==> src/rtl/exec_pkg.sv <==
// exec_pkg: shared types and constants for the execute stage.
//   alu_op_e : 4-bit ALU operation code; codes 9..15 behave as PASS
//   FLAG_*   : bit positions inside the {NF, OF, ZF} flag register
//   state_e  : execute-stage sequencer states
package exec_pkg;

  typedef enum logic [3:0] {
    OP_ADD  = 4'd0,
    OP_SUB  = 4'd1,
    OP_AND  = 4'd2,
    OP_OR   = 4'd3,
    OP_SHL  = 4'd4,
    OP_SHR  = 4'd5,
    OP_PASS = 4'd6,
    OP_NOT  = 4'd7,
    OP_MUL  = 4'd8
  } alu_op_e;

  localparam int FLAG_NF = 2;
  localparam int FLAG_OF = 1;
  localparam int FLAG_ZF = 0;

  typedef enum logic {
    IDLE = 1'b0,
    MUL  = 1'b1
  } state_e;

endpackage

==> src/rtl/exec_mul_seq.sv <==
// exec_mul_seq: iterative unsigned shift-add multiplier, one multiplier bit
// per cycle, WIDTH cycles per product.
//   clk, rst_n : clock, async active-low reset
//   start      : load a/b and begin (ignored while abort is high)
//   abort      : drop the current product and go idle
//   a, b       : multiplicand / multiplier (WIDTH bits)
//   done       : high during the last iteration cycle
//   product    : value the product register takes at the end of this cycle;
//                equals a*b when done is high
module exec_mul_seq #(
  parameter int WIDTH = 16
) (
  input  logic               clk,
  input  logic               rst_n,
  input  logic               start,
  input  logic               abort,
  input  logic [WIDTH-1:0]   a,
  input  logic [WIDTH-1:0]   b,
  output logic               done,
  output logic [2*WIDTH-1:0] product
);

  localparam int DW = 2 * WIDTH;
  localparam int CW = $clog2(WIDTH);
  localparam logic [CW-1:0] CNT_LAST = CW'(WIDTH - 1);

  logic              run_q, run_d;
  logic [CW-1:0]     cnt_q, cnt_d;
  logic [WIDTH-1:0]  mcand_q, mcand_d;
  // {partial sum, remaining multiplier bits}; the multiplier shifts out of the
  // low half while the product shifts in from the top.
  logic [DW-1:0]     acc_q, acc_d;
  logic [WIDTH:0]    sum;
  logic [DW-1:0]     acc_step;

  always_comb begin
    sum      = {1'b0, acc_q[DW-1:WIDTH]} + (acc_q[0] ? {1'b0, mcand_q} : '0);
    acc_step = {sum, acc_q[WIDTH-1:1]};
    done     = run_q && (cnt_q == CNT_LAST);
    product  = acc_step;
  end

  always_comb begin
    run_d   = run_q;
    cnt_d   = cnt_q;
    mcand_d = mcand_q;
    acc_d   = acc_q;
    if (abort) begin
      run_d = 1'b0;
    end else if (start) begin
      run_d   = 1'b1;
      cnt_d   = '0;
      mcand_d = a;
      acc_d   = {{WIDTH{1'b0}}, b};
    end else if (run_q) begin
      acc_d = acc_step;
      cnt_d = cnt_q + CW'(1);
      if (done) begin
        run_d = 1'b0;
      end
    end
  end

  always_ff @(posedge clk or negedge rst_n) begin
    if (!rst_n) begin
      run_q   <= 1'b0;
      cnt_q   <= '0;
      mcand_q <= '0;
      acc_q   <= '0;
    end else begin
      run_q   <= run_d;
      cnt_q   <= cnt_d;
      mcand_q <= mcand_d;
      acc_q   <= acc_d;
    end
  end

endmodule

==> src/rtl/exec_stage_seq.sv <==
// exec_stage_seq: registered execute stage with the EX/MEM buffer absorbed.
// Resolves forwarded/immediate operands, computes single-cycle ALU results,
// runs a WIDTH-cycle multiply, and holds the {NF, OF, ZF} flag register.
//   in_valid/in_ready        : ID/EX handshake; accept = in_valid & in_ready
//   flush                    : kills in-flight work and a same-cycle accept
//   ALU_OP, OPS, IMM, FLG_EN, Fwd_Sel, Data1/2, Immediate_Value, Fwd_Data1/2
//   WB_Address, MR, MW, WB, Stack_PC, Stack_Flags : controls passed through
//   Flags_Load, Flags_Load_Value : flag restore, wins over an ALU flag write
//   out_valid, Data, Address, *_Out, Flags_Out, busy : registered outputs
//
// state | meaning
// IDLE  | accepting; single-cycle ops complete on the accept edge
// MUL   | multiplier iterating, in_ready low; returns to IDLE with the product
module exec_stage_seq
  import exec_pkg::*;
#(
  parameter int WIDTH      = 16,
  parameter int ADDR_WIDTH = 32,
  parameter int MUL_EN     = 1
) (
  input  logic                  clk,
  input  logic                  rst_n,
  input  logic                  in_valid,
  output logic                  in_ready,
  input  logic                  flush,
  input  logic [3:0]            ALU_OP,
  input  logic                  OPS,
  input  logic                  IMM,
  input  logic                  FLG_EN,
  input  logic [1:0]            Fwd_Sel,
  input  logic [WIDTH-1:0]      Data1,
  input  logic [WIDTH-1:0]      Data2,
  input  logic [WIDTH-1:0]      Immediate_Value,
  input  logic [WIDTH-1:0]      Fwd_Data1,
  input  logic [WIDTH-1:0]      Fwd_Data2,
  input  logic [2:0]            WB_Address,
  input  logic                  MR,
  input  logic                  MW,
  input  logic                  WB,
  input  logic                  Stack_PC,
  input  logic                  Stack_Flags,
  input  logic                  Flags_Load,
  input  logic [2:0]            Flags_Load_Value,
  output logic                  out_valid,
  output logic [2*WIDTH-1:0]    Data,
  output logic [ADDR_WIDTH-1:0] Address,
  output logic [2:0]            WB_Address_Out,
  output logic                  MR_Out,
  output logic                  MW_Out,
  output logic                  WB_Out,
  output logic                  Stack_PC_Out,
  output logic                  Stack_Flags_Out,
  output logic [2:0]            Flags_Out,
  output logic                  busy
);

  localparam int DW = 2 * WIDTH;

  state_e                state_q, state_d;
  logic                  out_valid_q, out_valid_d;
  logic [DW-1:0]         data_q, data_d;
  logic [ADDR_WIDTH-1:0] addr_q, addr_d;
  logic [2:0]            wb_addr_q, wb_addr_d;
  logic                  mr_q, mr_d, mw_q, mw_d, wb_q, wb_d;
  logic                  spc_q, spc_d, sfl_q, sfl_d;
  logic [2:0]            flags_q, flags_d;

  // Controls of an in-flight multiply, released together with its product.
  logic [ADDR_WIDTH-1:0] p_addr_q, p_addr_d;
  logic [2:0]            p_wb_addr_q, p_wb_addr_d;
  logic [4:0]            p_ctl_q, p_ctl_d;
  logic                  p_flg_q, p_flg_d;

  alu_op_e               op;
  logic [WIDTH-1:0]      op1, op2, alu_res;
  logic                  alu_of;
  logic [2:0]            alu_flags, mul_flags;
  logic                  is_mul, take;
  logic                  mul_start, mul_abort, mul_done;
  logic [DW-1:0]         mul_prod;

  always_comb begin
    op  = alu_op_e'(ALU_OP);
    op1 = Fwd_Sel[0] ? Fwd_Data1 : Data1;
    if (OPS)             op2 = WIDTH'(1);
    else if (Fwd_Sel[1]) op2 = Fwd_Data2;
    else if (IMM)        op2 = Immediate_Value;
    else                 op2 = Data2;

    alu_res = op1;
    alu_of  = 1'b0;
    case (op)
      OP_ADD: begin
        alu_res = op1 + op2;
        alu_of  = (op1[WIDTH-1] == op2[WIDTH-1]) && (alu_res[WIDTH-1] != op1[WIDTH-1]);
      end
      OP_SUB: begin
        alu_res = op1 - op2;
        alu_of  = (op1[WIDTH-1] != op2[WIDTH-1]) && (alu_res[WIDTH-1] != op1[WIDTH-1]);
      end
      OP_AND:  alu_res = op1 & op2;
      OP_OR:   alu_res = op1 | op2;
      // Shift amounts of WIDTH or more shift everything out, giving 0.
      OP_SHL:  alu_res = op1 << op2;
      OP_SHR:  alu_res = op1 >> op2;
      OP_NOT:  alu_res = ~op1;
      default: alu_res = op1;
    endcase

    alu_flags          = '0;
    alu_flags[FLAG_NF] = alu_res[WIDTH-1];
    alu_flags[FLAG_OF] = alu_of;
    alu_flags[FLAG_ZF] = (alu_res == '0);

    mul_flags          = '0;
    mul_flags[FLAG_NF] = mul_prod[DW-1];
    mul_flags[FLAG_OF] = |mul_prod[DW-1:WIDTH];
    mul_flags[FLAG_ZF] = (mul_prod == '0);
  end

  assign in_ready  = (state_q == IDLE);
  assign busy      = (state_q == MUL);
  assign is_mul    = (MUL_EN != 0) && (op == OP_MUL);
  assign take      = in_valid && in_ready && !flush;
  assign mul_start = take && is_mul;
  assign mul_abort = flush;

  if (MUL_EN != 0) begin : g_mul
    exec_mul_seq #(
      .WIDTH(WIDTH)
    ) u_mul (
      .clk     (clk),
      .rst_n   (rst_n),
      .start   (mul_start),
      .abort   (mul_abort),
      .a       (op1),
      .b       (op2),
      .done    (mul_done),
      .product (mul_prod)
    );
  end else begin : g_no_mul
    assign mul_done = 1'b0;
    assign mul_prod = '0;
  end

  always_comb begin
    state_d     = state_q;
    out_valid_d = 1'b0;
    data_d      = data_q;
    addr_d      = addr_q;
    wb_addr_d   = wb_addr_q;
    mr_d        = 1'b0;
    mw_d        = 1'b0;
    wb_d        = 1'b0;
    spc_d       = spc_q;
    sfl_d       = sfl_q;
    flags_d     = flags_q;
    p_addr_d    = p_addr_q;
    p_wb_addr_d = p_wb_addr_q;
    p_ctl_d     = p_ctl_q;
    p_flg_d     = p_flg_q;

    case (state_q)
      IDLE: begin
        if (take) begin
          if (is_mul) begin
            state_d     = MUL;
            p_addr_d    = ADDR_WIDTH'(op1);
            p_wb_addr_d = WB_Address;
            p_ctl_d     = {MR, MW, WB, Stack_PC, Stack_Flags};
            p_flg_d     = FLG_EN;
          end else begin
            out_valid_d = 1'b1;
            data_d      = DW'(alu_res);
            addr_d      = ADDR_WIDTH'(op1);
            wb_addr_d   = WB_Address;
            mr_d        = MR;
            mw_d        = MW;
            wb_d        = WB;
            spc_d       = Stack_PC;
            sfl_d       = Stack_Flags;
            if (FLG_EN) flags_d = alu_flags;
          end
        end
      end
      MUL: begin
        if (flush) begin
          state_d = IDLE;
        end else if (mul_done) begin
          state_d     = IDLE;
          out_valid_d = 1'b1;
          data_d      = mul_prod;
          addr_d      = p_addr_q;
          wb_addr_d   = p_wb_addr_q;
          {mr_d, mw_d, wb_d, spc_d, sfl_d} = p_ctl_q;
          if (p_flg_q) flags_d = mul_flags;
        end
      end
      default: state_d = IDLE;
    endcase

    if (Flags_Load) flags_d = Flags_Load_Value;
  end

  always_ff @(posedge clk or negedge rst_n) begin
    if (!rst_n) begin
      state_q     <= IDLE;
      out_valid_q <= 1'b0;
      data_q      <= '0;
      addr_q      <= '0;
      wb_addr_q   <= '0;
      mr_q        <= 1'b0;
      mw_q        <= 1'b0;
      wb_q        <= 1'b0;
      spc_q       <= 1'b0;
      sfl_q       <= 1'b0;
      flags_q     <= '0;
      p_addr_q    <= '0;
      p_wb_addr_q <= '0;
      p_ctl_q     <= '0;
      p_flg_q     <= 1'b0;
    end else begin
      state_q     <= state_d;
      out_valid_q <= out_valid_d;
      data_q      <= data_d;
      addr_q      <= addr_d;
      wb_addr_q   <= wb_addr_d;
      mr_q        <= mr_d;
      mw_q        <= mw_d;
      wb_q        <= wb_d;
      spc_q       <= spc_d;
      sfl_q       <= sfl_d;
      flags_q     <= flags_d;
      p_addr_q    <= p_addr_d;
      p_wb_addr_q <= p_wb_addr_d;
      p_ctl_q     <= p_ctl_d;
      p_flg_q     <= p_flg_d;
    end
  end

  assign out_valid       = out_valid_q;
  assign Data            = data_q;
  assign Address         = addr_q;
  assign WB_Address_Out  = wb_addr_q;
  assign MR_Out          = mr_q;
  assign MW_Out          = mw_q;
  assign WB_Out          = wb_q;
  assign Stack_PC_Out    = spc_q;
  assign Stack_Flags_Out = sfl_q;
  assign Flags_Out       = flags_q;

endmodule

==> config.mk <==
export PLATFORM = sky130hd
export DESIGN_NAME = exec_stage_seq
export DESIGN_NICKNAME = d
export VERILOG_FILES = /design/src/rtl/exec_pkg.sv /design/src/rtl/exec_mul_seq.sv /design/src/rtl/exec_stage_seq.sv
export SDC_FILE = /design/constraint.sdc
export NUM_CORES = 1
export LEC_CHECK = 0
export CAP_MARGIN = 10
export CORE_MARGIN = 2
export CORE_UTILIZATION = 57
export DETAILED_ROUTE_END_ITERATION = 10
export PLACE_DENSITY_LB_ADDON = 0.25
export SYNTH_ARGS = -nofsm -noshare
export SYNTH_HDL_FRONTEND = slang
export SYNTH_SLANG_ARGS = --single-unit
==> constraint.sdc <==
create_clock -name clk -period 10.05 [get_ports clk]
set_input_delay 2.01 -clock clk [delete_from_list [all_inputs] [get_ports clk]]
set_output_delay 2.01 -clock clk [all_outputs]
set_load 0.01 [all_outputs]
[After elaboration in Yosys (flattened, before gate mapping)]
Index checks and enable logic that the tools add are counted.
Cells by class
  $add $sub $neg: 4
  equal/unequal tests: 22
  bitwise logic cells: 5
  shift operators: 2
  mux-type cells: 72
  reductions and logical operators: 17
Operators by type and width (number)
  $mux 32: 10
  $pmux 32 s2: 2
  $pmux 16 s7: 1
  $mux 16: 5
  $mux 3: 11
  $logic_not 32->1: 1
  $mux 1: 31
  $add 16x17->17: 1
  $add 16x16->16: 1
  $and 16x16->16: 1
  $logic_not 16->1: 1
  $not 16->16: 1
  $or 16x16->16: 1
  $pmux 1 s2: 8
  $reduce_or 16->1: 1
  $shl 16x16->16: 1
  $shr 16x16->16: 1
  $sub 16x16->16: 1
  $eq 4x3->1 const B: 3
  $pmux 3 s2: 2
  $eq 4x2->1 const B: 2
  $eq 4x4->1 const B: 2
  $mux 4: 2
  $logic_and 1x1->1: 6
  17 further kinds: 26
Word-level totals
  register bits after elaboration: 155
  output and inout port bits: 78

[Longest topological paths before layout]
  depth in word-level cells: 12
  gate-level depth with buffers: 19

[Modules after synthesis]
From an unflattened synthesis, not the netlist that was laid out.
Second synthesis, totals
  cells, all modules: 1450
  area total of the unflattened synthesis: 11883.9 um2
Modules (own cells, without submodules)
  exec_stage_seq: area an instance 8774.7 um2, instances 1, seq. area each 2152.1 um2, cells each 1142
  exec_mul_seq: area an instance 3109.2 um2, instances 1, seq. area each 1326.3 um2, cells each 308

[Worst setup path before layout]
OpenSTA, ideal clock, no wires.
  path kind: input-to-reg
  start point: input IMM
  end point: register flags_q[0] (netlist: Flags_Out[0])
  setup slack: 4.339 ns
  buffers on the path: 3
  data required time: 9.970 ns
  stages: 17
  data arrival time: 5.630 ns
  setup time: 0.080 ns
  path through: buf_6 -> mux2i_2 -> a211oi_4 -> inv_2 -> clkbuf_1 -> buf_2 -> ha_1 -> ha_1 -> o211ai_2 -> a2111oi_4 -> o41a_1 -> or3b_1 -> a21oi_1 -> mux2i_1 -> o32ai_1 -> nand2_1 -> o211ai_2
Between the ends
  cells in the longest elaborated chain, start to end: 11
RTL lines
  start: declaration: RTL line exec_stage_seq.sv:28  | input logic IMM,
  $mux 16 *: RTL line exec_stage_seq.sv:87  | else if (IMM) op2 = Immediate_Value;
  $mux 16 *: RTL line exec_stage_seq.sv:86  | else if (Fwd_Sel[1]) op2 = Fwd_Data2;
  $mux 16 *: RTL line exec_stage_seq.sv:85  | if (OPS) op2 = WIDTH'(1);
  $sub 16x16->16, or another cell as far along: RTL line exec_stage_seq.sv:98  | alu_res = op1 - op2;
  $pmux 16 s7 *: RTL line exec_stage_seq.sv:92  | case (op)
  $logic_not 16->1 *: RTL line exec_stage_seq.sv:113  | alu_flags[FLAG_ZF] = (alu_res == '0);
  $mux 3 *: RTL line exec_stage_seq.sv:182  | if (FLG_EN) flags_d = alu_flags;
  $mux 3 *: RTL line exec_stage_seq.sv:166  | if (is_mul) begin
  $mux 3 *: RTL line exec_stage_seq.sv:165  | if (take) begin
  $pmux 3 s2 *: RTL line exec_stage_seq.sv:163  | case (state_q)
  $mux 3 *: RTL line exec_stage_seq.sv:202  | if (Flags_Load) flags_d = Flags_Load_Value;
  end signal: assignment: RTL line exec_stage_seq.sv:233  | flags_q <= flags_d;
  end: declaration: RTL line exec_stage_seq.sv:66  | logic [2:0] flags_q, flags_d;
Mark *: on every way between the ends. The rest lies on a longest branch, timed or not. The select of a mux whose other input is x is not followed.
A chain may end at the register's enable or synchronous reset.

[Worst setup path after layout]
Ends and elaborated chain as after synthesis.

==> summary.md <==
| Metric | Value |
|---|---|
| Pre-CTS WS | `2.83 ns` |
| GR Overflow Total | `0` |
| Worst-path clk slew | `0.07 ns` |
| Final Max Slew Viols | `0` |
| # Max-Cap Violations | `0` |
| Tcrit/Tclk final | `0.690` |
| Overall global routing resource usage | `0.410` |
| R2R Path End | `Flags_Out[0]$_DFFE_PN0P_` |
| Root Buffer | `clkbuf_16` |
| Reg-to-reg setup timing slack | `5.25 ns` |
| Cell Chain, Critical Path | `clkdlybuf4s50_1 > mux2i_2 > a211oi_4 > buf_4 > inv_2 > ha_1 > or3_1 > o32a_1 > a21boi_0 > nor2_1 > a22oi_1 > o221ai_1 > a2111oi_2 > nand4_1 > nand4b_1 > o211ai_2` |
| Cell family with most CP delay | `buffers and inverters` |
| Worst IR Drop VDD | `0.0982 mV` |
| Worst-Margin Slew | `1.23 ns` |
| Post-CTS Setup Repair Bufs | `0` |
| Final #Nets | `1,759` |
| Clock Skews | `0.0191 ns` |
| Worst Path Buf+Inv | `3` |
| Core Area | `0.0203 mm2` |
| Layout area overhead | `20.0%` |
| Simple-gate portion of the synthesized area | `0.212` |
| DP Area | `0.0136 mm2` |
| WHS | `0.488 ns` |
| I/O pin count | `183` |
| Power per cell area | `155 mW/mm2` |
| Residual DRC count | `0` |
| Iter 0 DRT Violations | `1,498` |
| CP max stage delay | `1.14 ns` |
| Sequential area share after synthesis | `0.295` |
| Hold WC Path Type | `flip-flop to flip-flop` |
| Crit path max fanout | `40` |
| IO Port Bufs | `166` |
| Total negative slack | `0 ns` |
| CP Data Required Time | `10.40 ns` |
| H-tree Lvls | `4` |
| Status | `complete, no violations` |
| Final setup fails | `0` |
| Starting density of the core | `0.581` |
| Fin crit period | `6.93 ns` |
| Max frequency | `0.144 GHz` |
| Final Cell Area | `0.0142 mm2` |
| Pre-Repair DR Iteration Count | `6` |
| XOR/XNOR share of the synthesized area | `0.0215` |
| Worst Hold Launch | `p_ctl_q[3]$_DFFE_PN0P_` |
| RD Place Congestion | `1.03` |
| First-pass GRT wire length | `69,800 um` |
| Clk sinks | `139` |
| Worst reg2reg path startpoint | `g_mul.u_mul.acc_q[0]$_DFFE_PN0P_` |
| Ys flop type | `dfrtp_1` |
| Hold Buf Count CTS | `0` |
| CTS resizes | `0` |
| CTS tree | `built` |
| Total die area | `0.0219 mm2` |
| Non-filler cells in the finished layout | `1,867` |
| Via count | `12,654` |
| Leakage power | `5.96 nW` |
| Worst slew margin | `0.176` |
| Beginning of the critical path | `IMM` |
| Fin. Hold Viols | `0` |
| Final setup margin | `3.12 ns` |
| Initial antenna violation count | `0` |
| Die width | `148 um` |
| Hold Crit Endpoint | `p_ctl_q[3]$_DFFE_PN0P_` |
| Tot Pwr | `2.20 mW` |
| Placed cells | `1,835` |
| Routed WL per cell | `24.2 um` |
| Syn avg cell area | `8.07 um2` |
| Register bit total from synthesis | `139` |
| WHS Path Cells | `2` |
| Vias/cell | `6.78` |
| Clock Latency Late Sink | `0.44 ns` |
| Vias in the first global route | `12,067` |
| Async SR Flop Fraction | `1.00` |
| Diode count | `0` |
| Filler Cell Count | `1,619` |
| CTS Buf Count | `17` |
| CP arrival | `7.28 ns` |
| Main combinational cell family by area after synthesis | `compound AO/OA/AOI/OAI gates` |
| Area share of fa/ha/maj cells after synthesis | `0.0749` |
| CP endpoint kind | `flip-flop` |
| Unrepaired setup endpoints after global routing | `false` |
| Longest Clk Path Bufs | `2` |
| Post-Synthesis Cells | `1,462` |
| Antenna viol nets, final | `0` |
| HPWL after DPL | `32,700 um` |
| Crit Path Class | `input port to flip-flop` |
| Largest net degree at the start of global routing | `79` |
| Most common cell after layout, fill and taps aside | `nand2_1` |
| Worst Setup Start Kind | `input port` |
| Post-synthesis mux area share | `0.0509` |
| Die height | `148 um` |
| FP Rows | `52` |
| Layout cells sized above 1 | `0.0814` |
| Compound-gate portion of the synthesized area | `0.280` |
| Slowest CP cell | `clkdlybuf4s50_1` |
| Yosys warns | `0` |
| Post-synth EDFFs | `0` |
| Post-synthesis cell area | `0.0118 mm2` |
| Routed wire length | `45,200 um` |
| Worst reg2reg path depth | `14` |
| Commonest cells after routing, fill and taps aside | `nand2_1, nor2_1, clkdlybuf4s50_1` |
| Fin util | `0.698` |
| Post-synth cell types | `98` |
[worst reg2reg max path, stage by stage, from the launching register on]
cell	delay [ns]
dfrtp_1	0.52
and2_1	0.22
ha_1	0.21
fa_1	0.43
a21o_1	0.18
a21oi_1	0.25
o21ai_0	0.19
a311o_1	0.40
a221o_1	0.35
a2111oi_0	0.46
or3_1	0.25
nand2_1	0.11
nor4_1	0.80
nand3_1	0.25
o211ai_2	0.11
[Yosys cell counts (all sizes together) (20+ instances only)]
cell type  count  area share
nand2        179       0.057
nor2         168       0.055
dfrtp        139        0.29
a21oi        117       0.051
ha            69       0.073
clkbuf        68       0.022
a211oi        53       0.037
inv           53       0.017
nand3         47       0.020
buf           45       0.027
o21ai         42       0.018
mux2i         40       0.036
nor3          35       0.015
a31oi         27       0.016
a22oi         26       0.017
o22ai         25       0.013
xnor2         23       0.017
and2          21       0.011
nor2b         20       0.011
[worst max path at each step]
stage                                     endpoint  cells past startpoint
after global routing      Flags_Out[0]$_DFFE_PN0P_                     15
after detailed placement  Flags_Out[0]$_DFFE_PN0P_                     15
after CTS                 Flags_Out[0]$_DFFE_PN0P_                     15
after floorplan           Flags_Out[0]$_DFFE_PN0P_                     17
final                     Flags_Out[0]$_DFFE_PN0P_                     16
after global placement    Flags_Out[0]$_DFFE_PN0P_                     15
[final cells by class]
| cell class | count | area (um2) | area share |
|---|---|---|---|
| Multi-Input combinational cell | 1169 | 7620 | 0.538 |
| Sequential cell | 139 | 3480 | 0.246 |
| Timing Repair Buffer | 201 | 1930 | 0.136 |
| Clock buffer | 18 | 439 | 0.0310 |
| Tap cell | 270 | 338 | 0.0239 |
| Inverter | 56 | 213 | 0.0150 |
| Clock inverter | 14 | 146 | 0.0103 |
[registers in the layout (all words and copies together), names as in the netlist, 3 cells and up]
register / flops
g_mul.u_mul.mcand_q: 16
WB_Address_Out: 3
g_mul.u_mul.cnt_q: 4
p_wb_addr_q: 3
Address: 16
p_ctl_q: 5
p_addr_q: 16
g_mul.u_mul.acc_q: 32
Flags_Out: 3
Data: 32
[cells by family (layout without fill, tap and decap cells)]
kind of cell | Yosys count | after routing
flip-flops | 139 | 139
buffers and inverters | 169 | 289
AND/OR/NAND/NOR | 542 | 542
AO/OA/AOI/OAI | 457 | 457
other | 1 | 16
adder cells (fa/ha/maj) | 70 | 70
XOR/XNOR | 29 | 29
multiplexers | 55 | 55
[layer usage]
layer	vias to the layer above	wire, um	GRT usage
li1	5578	-	-
met1	5996	17600	0.548
met2	900	20400	0.646
met3	180	4820	0.0836
met4	0	2320	0.180
met5	-	0	0
[report_power, final]
group          switching (mW)  internal [mW]
Sequential             0.0834          0.662
Combinational           0.480          0.328
Clock                   0.288          0.357
No activity file was read; power rests on OpenSTA's default activity.
